$ cat src/rtl/host_link_ctrl.sv
`default_nettype none
// ============================================================================
// Module   : host_link_ctrl
// Purpose  : Host-side controller for the image downsampling processor.
//            Loads the raw image from the UART receiver into data memory,
//            starts the processor through the 2-bit status handshake, waits
//            for it to finish and streams the result to the UART transmitter.
// Revision : 1.0  initial release
// ============================================================================
module host_link_ctrl #(
    parameter int IN_LEN   = 65536,
    parameter int OUT_BASE = 0,
    parameter int OUT_LEN  = 16384,
    parameter int ADDR_W   = 16
) (
    input  logic              clk,
    input  logic              rst_n,
    input  logic [7:0]        rx_data,
    input  logic              rx_valid,
    output logic [7:0]        tx_data,
    output logic              tx_valid,
    input  logic              tx_ready,
    output logic [ADDR_W-1:0] dm_addr,
    output logic [7:0]        dm_wdata,
    output logic              dm_we,
    output logic              dm_re,
    input  logic [7:0]        dm_rdata,
    output logic              mem_sel,
    output logic [1:0]        status,
    input  logic              proc_end,
    output logic              busy,
    output logic              done,
    output logic              rx_ovr
);

    // One extra counter bit so a full 2^ADDR_W load reaches its last index
    localparam int CNT_W = ADDR_W + 1;

    localparam logic [CNT_W-1:0]  C_IN_LAST   = CNT_W'(IN_LEN - 1);
    localparam logic [CNT_W-1:0]  C_OUT_LAST  = CNT_W'(OUT_LEN - 1);
    localparam logic [ADDR_W-1:0] C_OUT_BASE  = ADDR_W'(OUT_BASE);

    localparam logic [1:0] C_ST_IDLE  = 2'b00;
    localparam logic [1:0] C_ST_START = 2'b01;
    localparam logic [1:0] C_ST_RUN   = 2'b10;

    typedef enum logic [2:0] {
        S_IDLE  = 3'd0,
        S_LOAD  = 3'd1,
        S_START = 3'd2,
        S_RUN   = 3'd3,
        S_RD    = 3'd4,
        S_RDW   = 3'd5,
        S_SEND  = 3'd6
    } state_t;

    state_t             r_state,    w_state_nxt;
    logic [CNT_W-1:0]   r_cnt,      w_cnt_nxt;
    logic [7:0]         r_tx_data,  w_tx_data_nxt;
    logic               r_tx_valid, w_tx_valid_nxt;
    logic [ADDR_W-1:0]  r_dm_addr,  w_dm_addr_nxt;
    logic [7:0]         r_dm_wdata, w_dm_wdata_nxt;
    logic               r_dm_we,    w_dm_we_nxt;
    logic               r_dm_re,    w_dm_re_nxt;
    logic               r_mem_sel,  w_mem_sel_nxt;
    logic [1:0]         r_status,   w_status_nxt;
    logic               r_busy,     w_busy_nxt;
    logic               r_done,     w_done_nxt;
    logic               r_rx_ovr,   w_rx_ovr_nxt;

    logic [CNT_W-1:0]   w_cnt_inc;

    assign w_cnt_inc = r_cnt + CNT_W'(1);

    // State register and registered outputs
    always_ff @(posedge clk or negedge rst_n) begin
        if (!rst_n) begin
            r_state    <= S_IDLE;
            r_cnt      <= '0;
            r_tx_data  <= '0;
            r_tx_valid <= 1'b0;
            r_dm_addr  <= '0;
            r_dm_wdata <= '0;
            r_dm_we    <= 1'b0;
            r_dm_re    <= 1'b0;
            r_mem_sel  <= 1'b1;
            r_status   <= C_ST_IDLE;
            r_busy     <= 1'b0;
            r_done     <= 1'b0;
            r_rx_ovr   <= 1'b0;
        end else begin
            r_state    <= w_state_nxt;
            r_cnt      <= w_cnt_nxt;
            r_tx_data  <= w_tx_data_nxt;
            r_tx_valid <= w_tx_valid_nxt;
            r_dm_addr  <= w_dm_addr_nxt;
            r_dm_wdata <= w_dm_wdata_nxt;
            r_dm_we    <= w_dm_we_nxt;
            r_dm_re    <= w_dm_re_nxt;
            r_mem_sel  <= w_mem_sel_nxt;
            r_status   <= w_status_nxt;
            r_busy     <= w_busy_nxt;
            r_done     <= w_done_nxt;
            r_rx_ovr   <= w_rx_ovr_nxt;
        end
    end

    // Next-state and next-output decode; the read strobe is raised on the
    // transition into RD so that dm_rdata is valid while in RDW
    always_comb begin
        w_state_nxt    = r_state;
        w_cnt_nxt      = r_cnt;
        w_tx_data_nxt  = r_tx_data;
        w_tx_valid_nxt = r_tx_valid;
        w_dm_addr_nxt  = r_dm_addr;
        w_dm_wdata_nxt = r_dm_wdata;
        w_dm_we_nxt    = 1'b0;
        w_dm_re_nxt    = 1'b0;
        w_mem_sel_nxt  = r_mem_sel;
        w_status_nxt   = r_status;
        w_done_nxt     = 1'b0;
        w_rx_ovr_nxt   = r_rx_ovr;

        case (r_state)
            S_IDLE: begin
                if (rx_valid) begin
                    w_rx_ovr_nxt   = 1'b0;
                    w_dm_addr_nxt  = '0;
                    w_dm_wdata_nxt = rx_data;
                    w_dm_we_nxt    = 1'b1;
                    if (C_IN_LAST == '0) begin
                        w_cnt_nxt   = '0;
                        w_state_nxt = S_START;
                    end else begin
                        w_cnt_nxt   = CNT_W'(1);
                        w_state_nxt = S_LOAD;
                    end
                end
            end
            S_LOAD: begin
                if (rx_valid) begin
                    w_dm_addr_nxt  = r_cnt[ADDR_W-1:0];
                    w_dm_wdata_nxt = rx_data;
                    w_dm_we_nxt    = 1'b1;
                    if (r_cnt == C_IN_LAST) begin
                        w_cnt_nxt   = '0;
                        w_state_nxt = S_START;
                    end else begin
                        w_cnt_nxt   = w_cnt_inc;
                    end
                end
            end
            S_START: begin
                w_mem_sel_nxt = 1'b0;
                w_status_nxt  = C_ST_START;
                if (!proc_end) begin
                    w_state_nxt = S_RUN;
                end
            end
            S_RUN: begin
                w_status_nxt = C_ST_RUN;
                if (proc_end) begin
                    w_status_nxt  = C_ST_IDLE;
                    w_mem_sel_nxt = 1'b1;
                    w_dm_re_nxt   = 1'b1;
                    w_dm_addr_nxt = C_OUT_BASE + r_cnt[ADDR_W-1:0];
                    w_state_nxt   = S_RD;
                end
            end
            S_RD: begin
                w_state_nxt = S_RDW;
            end
            S_RDW: begin
                w_tx_data_nxt  = dm_rdata;
                w_tx_valid_nxt = 1'b1;
                w_state_nxt    = S_SEND;
            end
            S_SEND: begin
                if (tx_ready) begin
                    w_tx_valid_nxt = 1'b0;
                    if (r_cnt == C_OUT_LAST) begin
                        w_done_nxt  = 1'b1;
                        w_state_nxt = S_IDLE;
                    end else begin
                        w_cnt_nxt     = w_cnt_inc;
                        w_dm_re_nxt   = 1'b1;
                        w_dm_addr_nxt = C_OUT_BASE + w_cnt_inc[ADDR_W-1:0];
                        w_state_nxt   = S_RD;
                    end
                end
            end
            default: begin
                w_state_nxt = S_IDLE;
            end
        endcase

        // Bytes arriving while not loading are dropped and flagged
        if (rx_valid && (r_state != S_IDLE) && (r_state != S_LOAD)) begin
            w_rx_ovr_nxt = 1'b1;
        end

        w_busy_nxt = (w_state_nxt != S_IDLE);
    end

    assign tx_data  = r_tx_data;
    assign tx_valid = r_tx_valid;
    assign dm_addr  = r_dm_addr;
    assign dm_wdata = r_dm_wdata;
    assign dm_we    = r_dm_we;
    assign dm_re    = r_dm_re;
    assign mem_sel  = r_mem_sel;
    assign status   = r_status;
    assign busy     = r_busy;
    assign done     = r_done;
    assign rx_ovr   = r_rx_ovr;

endmodule
`default_nettype wire
$ cat config.mk
export PLATFORM = sky130hd
export DESIGN_NAME = host_link_ctrl
export DESIGN_NICKNAME = d
export VERILOG_FILES = /design/src/rtl/host_link_ctrl.sv
export SDC_FILE = /design/constraint.sdc
export NUM_CORES = 1
export LEC_CHECK = 0
export ABC_AREA = 1
export BUFFER_PORTS_ARGS = -buffer_cell sky130_fd_sc_hd__buf_4
export CORE_MARGIN = 3
export CORE_UTILIZATION = 45
export DETAILED_ROUTE_END_ITERATION = 16
export PLACE_DENSITY = 0.63
export SLEW_MARGIN = 10
export SYNTH_ARGS = -nofsm -noshare
export SYNTH_HDL_FRONTEND = slang
export SYNTH_SLANG_ARGS = --single-unit
$ cat constraint.sdc
create_clock -name clk -period 5.39 [get_ports clk]
set_clock_uncertainty 0.1 [all_clocks]
set_input_delay 0.8085 -clock clk [delete_from_list [all_inputs] [get_ports clk]]
set_output_delay 0.8085 -clock clk [all_outputs]
set_load 0.02 [all_outputs]
## Yosys cells after proc, flatten, opt, wreduce, memory -nomap -nowiden

Cells that the tools add are included.

| cells by class | value |
|---|---|
| add/sub/neg operators | 1 |
| eq/ne operators | 14 |
| multiplexer cells | 38 |
| reduce and logical (&&, ||, !) cells | 18 |

Operators by type and width:

| cell | number |
|---|---|
| $mux 17 | 5 |
| $mux 16 | 5 |
| $pmux 16 s4 | 1 |
| $pmux 17 s3 | 1 |
| $mux 3 | 7 |
| $pmux 3 s7 | 1 |
| $add 17x1->17 const B | 1 |
| $eq 17x14->1 const B | 1 |
| $eq 17x16->1 const B | 1 |
| $mux 1 | 13 |
| $ne 2x2->1 const B | 5 |
| $eq 3x3->1 const B | 3 |
| $reduce_bool 3->1 | 3 |
| $reduce_and 2->1 | 4 |
| $reduce_bool 2->1 | 4 |
| $eq 3x2->1 const B | 2 |
| $pmux 1 s2 | 3 |
| $reduce_and 6->1 | 1 |
| $reduce_and 5->1 | 1 |
| $pmux 2 s2 | 1 |
| $reduce_bool 4->1 | 1 |
| $eq 3x1->1 const B | 1 |
| $logic_not 3->1 | 1 |
| $ne 3x1->1 const B | 1 |
| 3 further kinds | 4 |

| word-level totals | value |
|---|---|
| register bits after elaboration | 61 |
| input port bits | 21 |
| output and inout port bits | 41 |
| logic and storage cells | 84 |

## Depth between registers and ports, before layout

| logic depth | value |
|---|---|
| depth after elaboration | 5 |
| gate-level depth with buffers | 11 |
| depth with buffers taken out | 11 |

## Worst setup path after synthesis

Ideal clock, no wire load.

| timing | value |
|---|---|
| kind | register to register |
| start | reg r_cnt[0] |
| end | reg r_cnt[10] |
| setup time | 0.121 ns |
| arrival | 1.795 ns |
| required time | 5.169 ns |
| setup slack | 3.375 ns |
| cell stages (with the launch flop) | 11 |
| path buffers | 1 |
| clock period less this slack | 2.015 ns |
| cell sequence | dfrtp_1 > ha_1 > nand2_1 > nor2_2 > nand4_1 > nor3_1 > ha_1 > o21ai_2 > buf_2 > nand3_1 > o21ai_1 |

| between the ends | value |
|---|---|
| longest elaborated chain between the ends | 4 |
| elaborated cells on any way between the ends | 10 |
| those cells by class | 1 x add/sub; 3 x eq/ne; 5 x mux; 1 x reduce/logical |

Ends and longest elaborated chain:

| element | RTL line | source |
|---|---|---|
| start: declaration | 58 | `logic [CNT_W-1:0] r_cnt, w_cnt_nxt;` |
| start signal: assignment | 93 | `r_cnt <= w_cnt_nxt;` |
| $add 17x1->17 / $eq 17x16->1 (equally long branches) | 73, 145 |  |
| $mux 17 (on tied branches) | 181, 145 |  |
| $mux 17 (on tied branches) | 179, 141 |  |
| $pmux 17 s3 | 124 | `case (r_state)` |

Several ways; a longest one is shown, not always the timed one. The select of a mux whose other input is x is not followed.
A chain may end at the register's enable or synchronous reset.

## Worst setup path in the final report

| timing | value |
|---|---|
| start | reg r_state[2] |
| end | reg r_cnt[12] |

| between the ends | value |
|---|---|
| longest elaborated chain between the ends | 3 |
| elaborated cells on any way between the ends | 10 |
| those cells by class | 6 x eq/ne; 1 x mux; 3 x reduce/logical |

Ends and longest elaborated chain:

| element | RTL line | source |
|---|---|---|
| start: declaration | 57 | `state_t r_state, w_state_nxt;` |
| start signal: assignment | 92 | `r_state <= w_state_nxt;` |
| $eq 3x3->1 (tied with other cells) | 124 |  |
| $ne 2x2->1 (no source line) / $reduce_bool 3->1 (equally long branches) | - |  |
| $reduce_and 5->1 (no source line) | - |  |

Several ways; a longest one is shown, not always the timed one.

==> flow_metrics.tcl <==
set metrics [dict create \
    status "completed" \
    post_cts_buffers 0 \
    finalCriticalPeriod_ns 2.43 \
    post-place-ws_ns 2.99 \
    grt_use_total_pct 19.5 \
    clk_latency_ns 0.34 \
    dp_hpwl_mm 5.26 \
    cp.arrival_ns 2.53 \
    finalNetCount 498 \
    critical_path_class "register to register" \
    worstPathMaxFanout 34 \
    rsz0062_at_grt "no" \
    drv_cap 0 \
    hold_class "register to register" \
    cts_resized 0 \
    antenna_cells 0 \
    synth_warnings 0 \
    layout_setup_ws_ns 2.96 \
    max_slew_margin_pct 48.4 \
    cp_cell_sequence "inv_2 -> nand2_1 -> nor2_1 -> nand2_1 -> nand2_1 -> nor2_1 -> nand3_2 -> nand2_1 -> o21ai_1" \
    antenna_found_initial 0 \
    start_kind "register" \
    p_total_mw 1.99 \
    globalplace.congestion 0.847 \
    yosys.area.top_type "dfrtp_1" \
    num_vias 2820 \
    hold_ws_ns 0.378 \
    root_buffer "clkbuf_8" \
    cts_tree "done" \
    worst_pin_slew_ns 0.774 \
    fillers 602 \
    initialDrtViolationCount 124 \
    io_pins 62 \
    grt_max_degree 62 \
    yosysSeqAreaShare_pct 48.4 \
    die-area_um2 8060 \
    placed_cell_area_um2 3670 \
    initial_core_util_pct 48.1 \
    syn_inst 410 \
    std_cell_rows 29 \
    synth_top_area_share_pct 47.6 \
    fmax_mhz 412 \
    synth_area_per_cell_um2 7.70 \
    grt.overflow.total 0 \
    grt_pass1_wl_mm 12.8 \
    port_buffers 61 \
    ant_nets 0 \
    holdBufCountCts 0 \
    drive_gt1_share_pct 20.9 \
    first_pass_iters 4 \
    wl_per_cell_um 12.9 \
    cts-buffers-inserted 9 \
    ys_top_cells_by_area "dfrtp_1 (48%), nand2_1 (19%), nand3_1 (6.0%), inv_1 (3.6%), nor2_1 (3.6%)" \
    slowest_delay_ns 0.53 \
    final_area_um2 3910 \
    ir_worst_vdd_v 0.000312 \
    viasPerCell 4.93 \
    totalWireLength_mm 7.41 \
    core_area_um2 6570 \
    drc 0 \
    required_ns 5.49 \
    area_delta_synth_final_pct 23.9 \
    endpoint_kind "register" \
    synth_nets 434 \
    leakagePower_nw 1.97 \
    slew_violations 0 \
    ys_ff_latch 61 \
    cpMaxStageDelayCell "nand3_2" \
    die_w_um 89.8 \
    cts.sinks 61 \
    grt_pass1_vias 2728 \
    period_share_pct 45.1 \
    clock_path_buffers 2 \
    clk_pin_slew_worst_paths_ns 0.07 \
    syn_area_um2 3160 \
    final-setup-viol-count 0 \
    cp.buffers_inverters 1 \
    die_h_um 89.8 \
    crit_family "simple AND/OR/NAND/NOR gates" \
    cpMostUsedCell "nand2_1" \
    p_per_area_nw_per_um2 508 \
    hold_viol_final 0 \
    r2r_slack_ns 2.96 \
    cts_max_level 3 \
    tns_ns 0 \
    ys_types 28 \
]
path summary, 6_finish.rpt:
check / from / cells past startpoint / endpoint
worst max-delay path: r_state[2] / 9 / r_cnt[12]
worst min-delay path: mem_sel / 2 / mem_sel
worst max register to register: r_state[2] / 9 / r_cnt[12]
worst min register to register: mem_sel / 2 / mem_sel
max in group asynchronous: rst_n / 1 / dm_re
min in group asynchronous: rst_n / 1 / r_cnt[9]
metrics by stage:
step | util, % | cells
global placement | 55.8 | 556
global route | 59.6 | 572
CTS | 59.6 | 572
detailed placement | 55.8 | 556
floorplan | - | 410
finish | 59.6 | 572
cells in the mapped netlist:
cell	number
nand2_2	3
buf_6	4
o21ai_0	17
nand2_1	162
dfstp_2	1
o2111ai_1	1
buf_2	1
xor2_1	3
mux2_2	8
o21ai_1	18
nor2_2	1
dfrtp_1	60
clkbuf_1	2
nand3_2	2
ha_1	3
nor2_1	30
nand4_1	5
nand3_1	38
o21ai_2	1
inv_1	30
clkinv_1	1
a22o_1	2
inv_2	4
nor3_1	4
o211ai_1	1
nor2_4	3
buf_4	1
a21oi_1	4
cells in the final DEF, fill, tap and decap left out, types with 4 or more instances in the layout:
cell type	synthesis	layout
nand2_1	162	162
buf_4	1	61
dfrtp_1	60	60
nand3_1	38	38
inv_1	30	30
nor2_1	30	30
o21ai_1	18	18
o21ai_0	17	17
clkbuf_8	0	10
mux2_2	8	8
nand4_1	5	5
nor3_1	4	4
inv_2	4	4
a21oi_1	4	4
routing by layer:
| metal | GRT usage, % | vias up | part of all wire, % |
|---|---|---|---|
| met4 | 5.87 | 0 | 1.3 |
| met5 | 0 | - | 0 |
| met3 | 5.59 | 10 | 4.9 |
| li1 | - | 1448 | - |
| met2 | 31.2 | 65 | 48 |
| met1 | 25.8 | 1297 | 46 |
kinds of logic after synthesis:
| group | share of synthesized area (%) |
|---|---|
| fa+ha+maj | 1.19 |
| buf+inv | 6.22 |
| flops | 48.4 |
| xor+xnor | 0.832 |
| simple gates | 33.0 |
| mux | 2.85 |
| compound gates | 7.53 |
registers in the layout (all words and copies together) (netlist names):
signal and count:
r_cnt 17, dm_we 1, dm_addr 16, rx_ovr 1, dm_wdata 8, r_state 3, mem_sel 1, done 1
dm_re 1, busy 1, tx_data 8, tx_valid 1, status 2
worst register-to-register path, stage by stage (launching register included):
cell	delay, ns
dfrtp_1	0.50
inv_2	0.09
nand2_1	0.30
nor2_1	0.15
nand2_1	0.10
nand2_1	0.07
nor2_1	0.13
nand3_2	0.53
nand2_1	0.23
o21ai_1	0.09
report_power, final:
part | leakage (nW) | internal [mW] | switching, mW
Clock | 0.127 | 0.320 | 0.190
Sequential | 0.794 | 0.572 | 0.0759
Combinational | 1.05 | 0.275 | 0.555
Total | 1.97 | 1.17 | 0.821
cell type report:
cell class | instances | area (µm²) | area share (%)
Sequential cell | 61 | 1530 | 39.0
Multi-Input combinational cell | 306 | 1430 | 36.6
Timing Repair Buffer | 61 | 458 | 11.7
Clock buffer | 10 | 138 | 3.52
Inverter | 35 | 131 | 3.36
Tap cell | 93 | 116 | 2.97
Clock inverter | 6 | 109 | 2.78
Note: power is estimated with default switching activity, not from simulation.
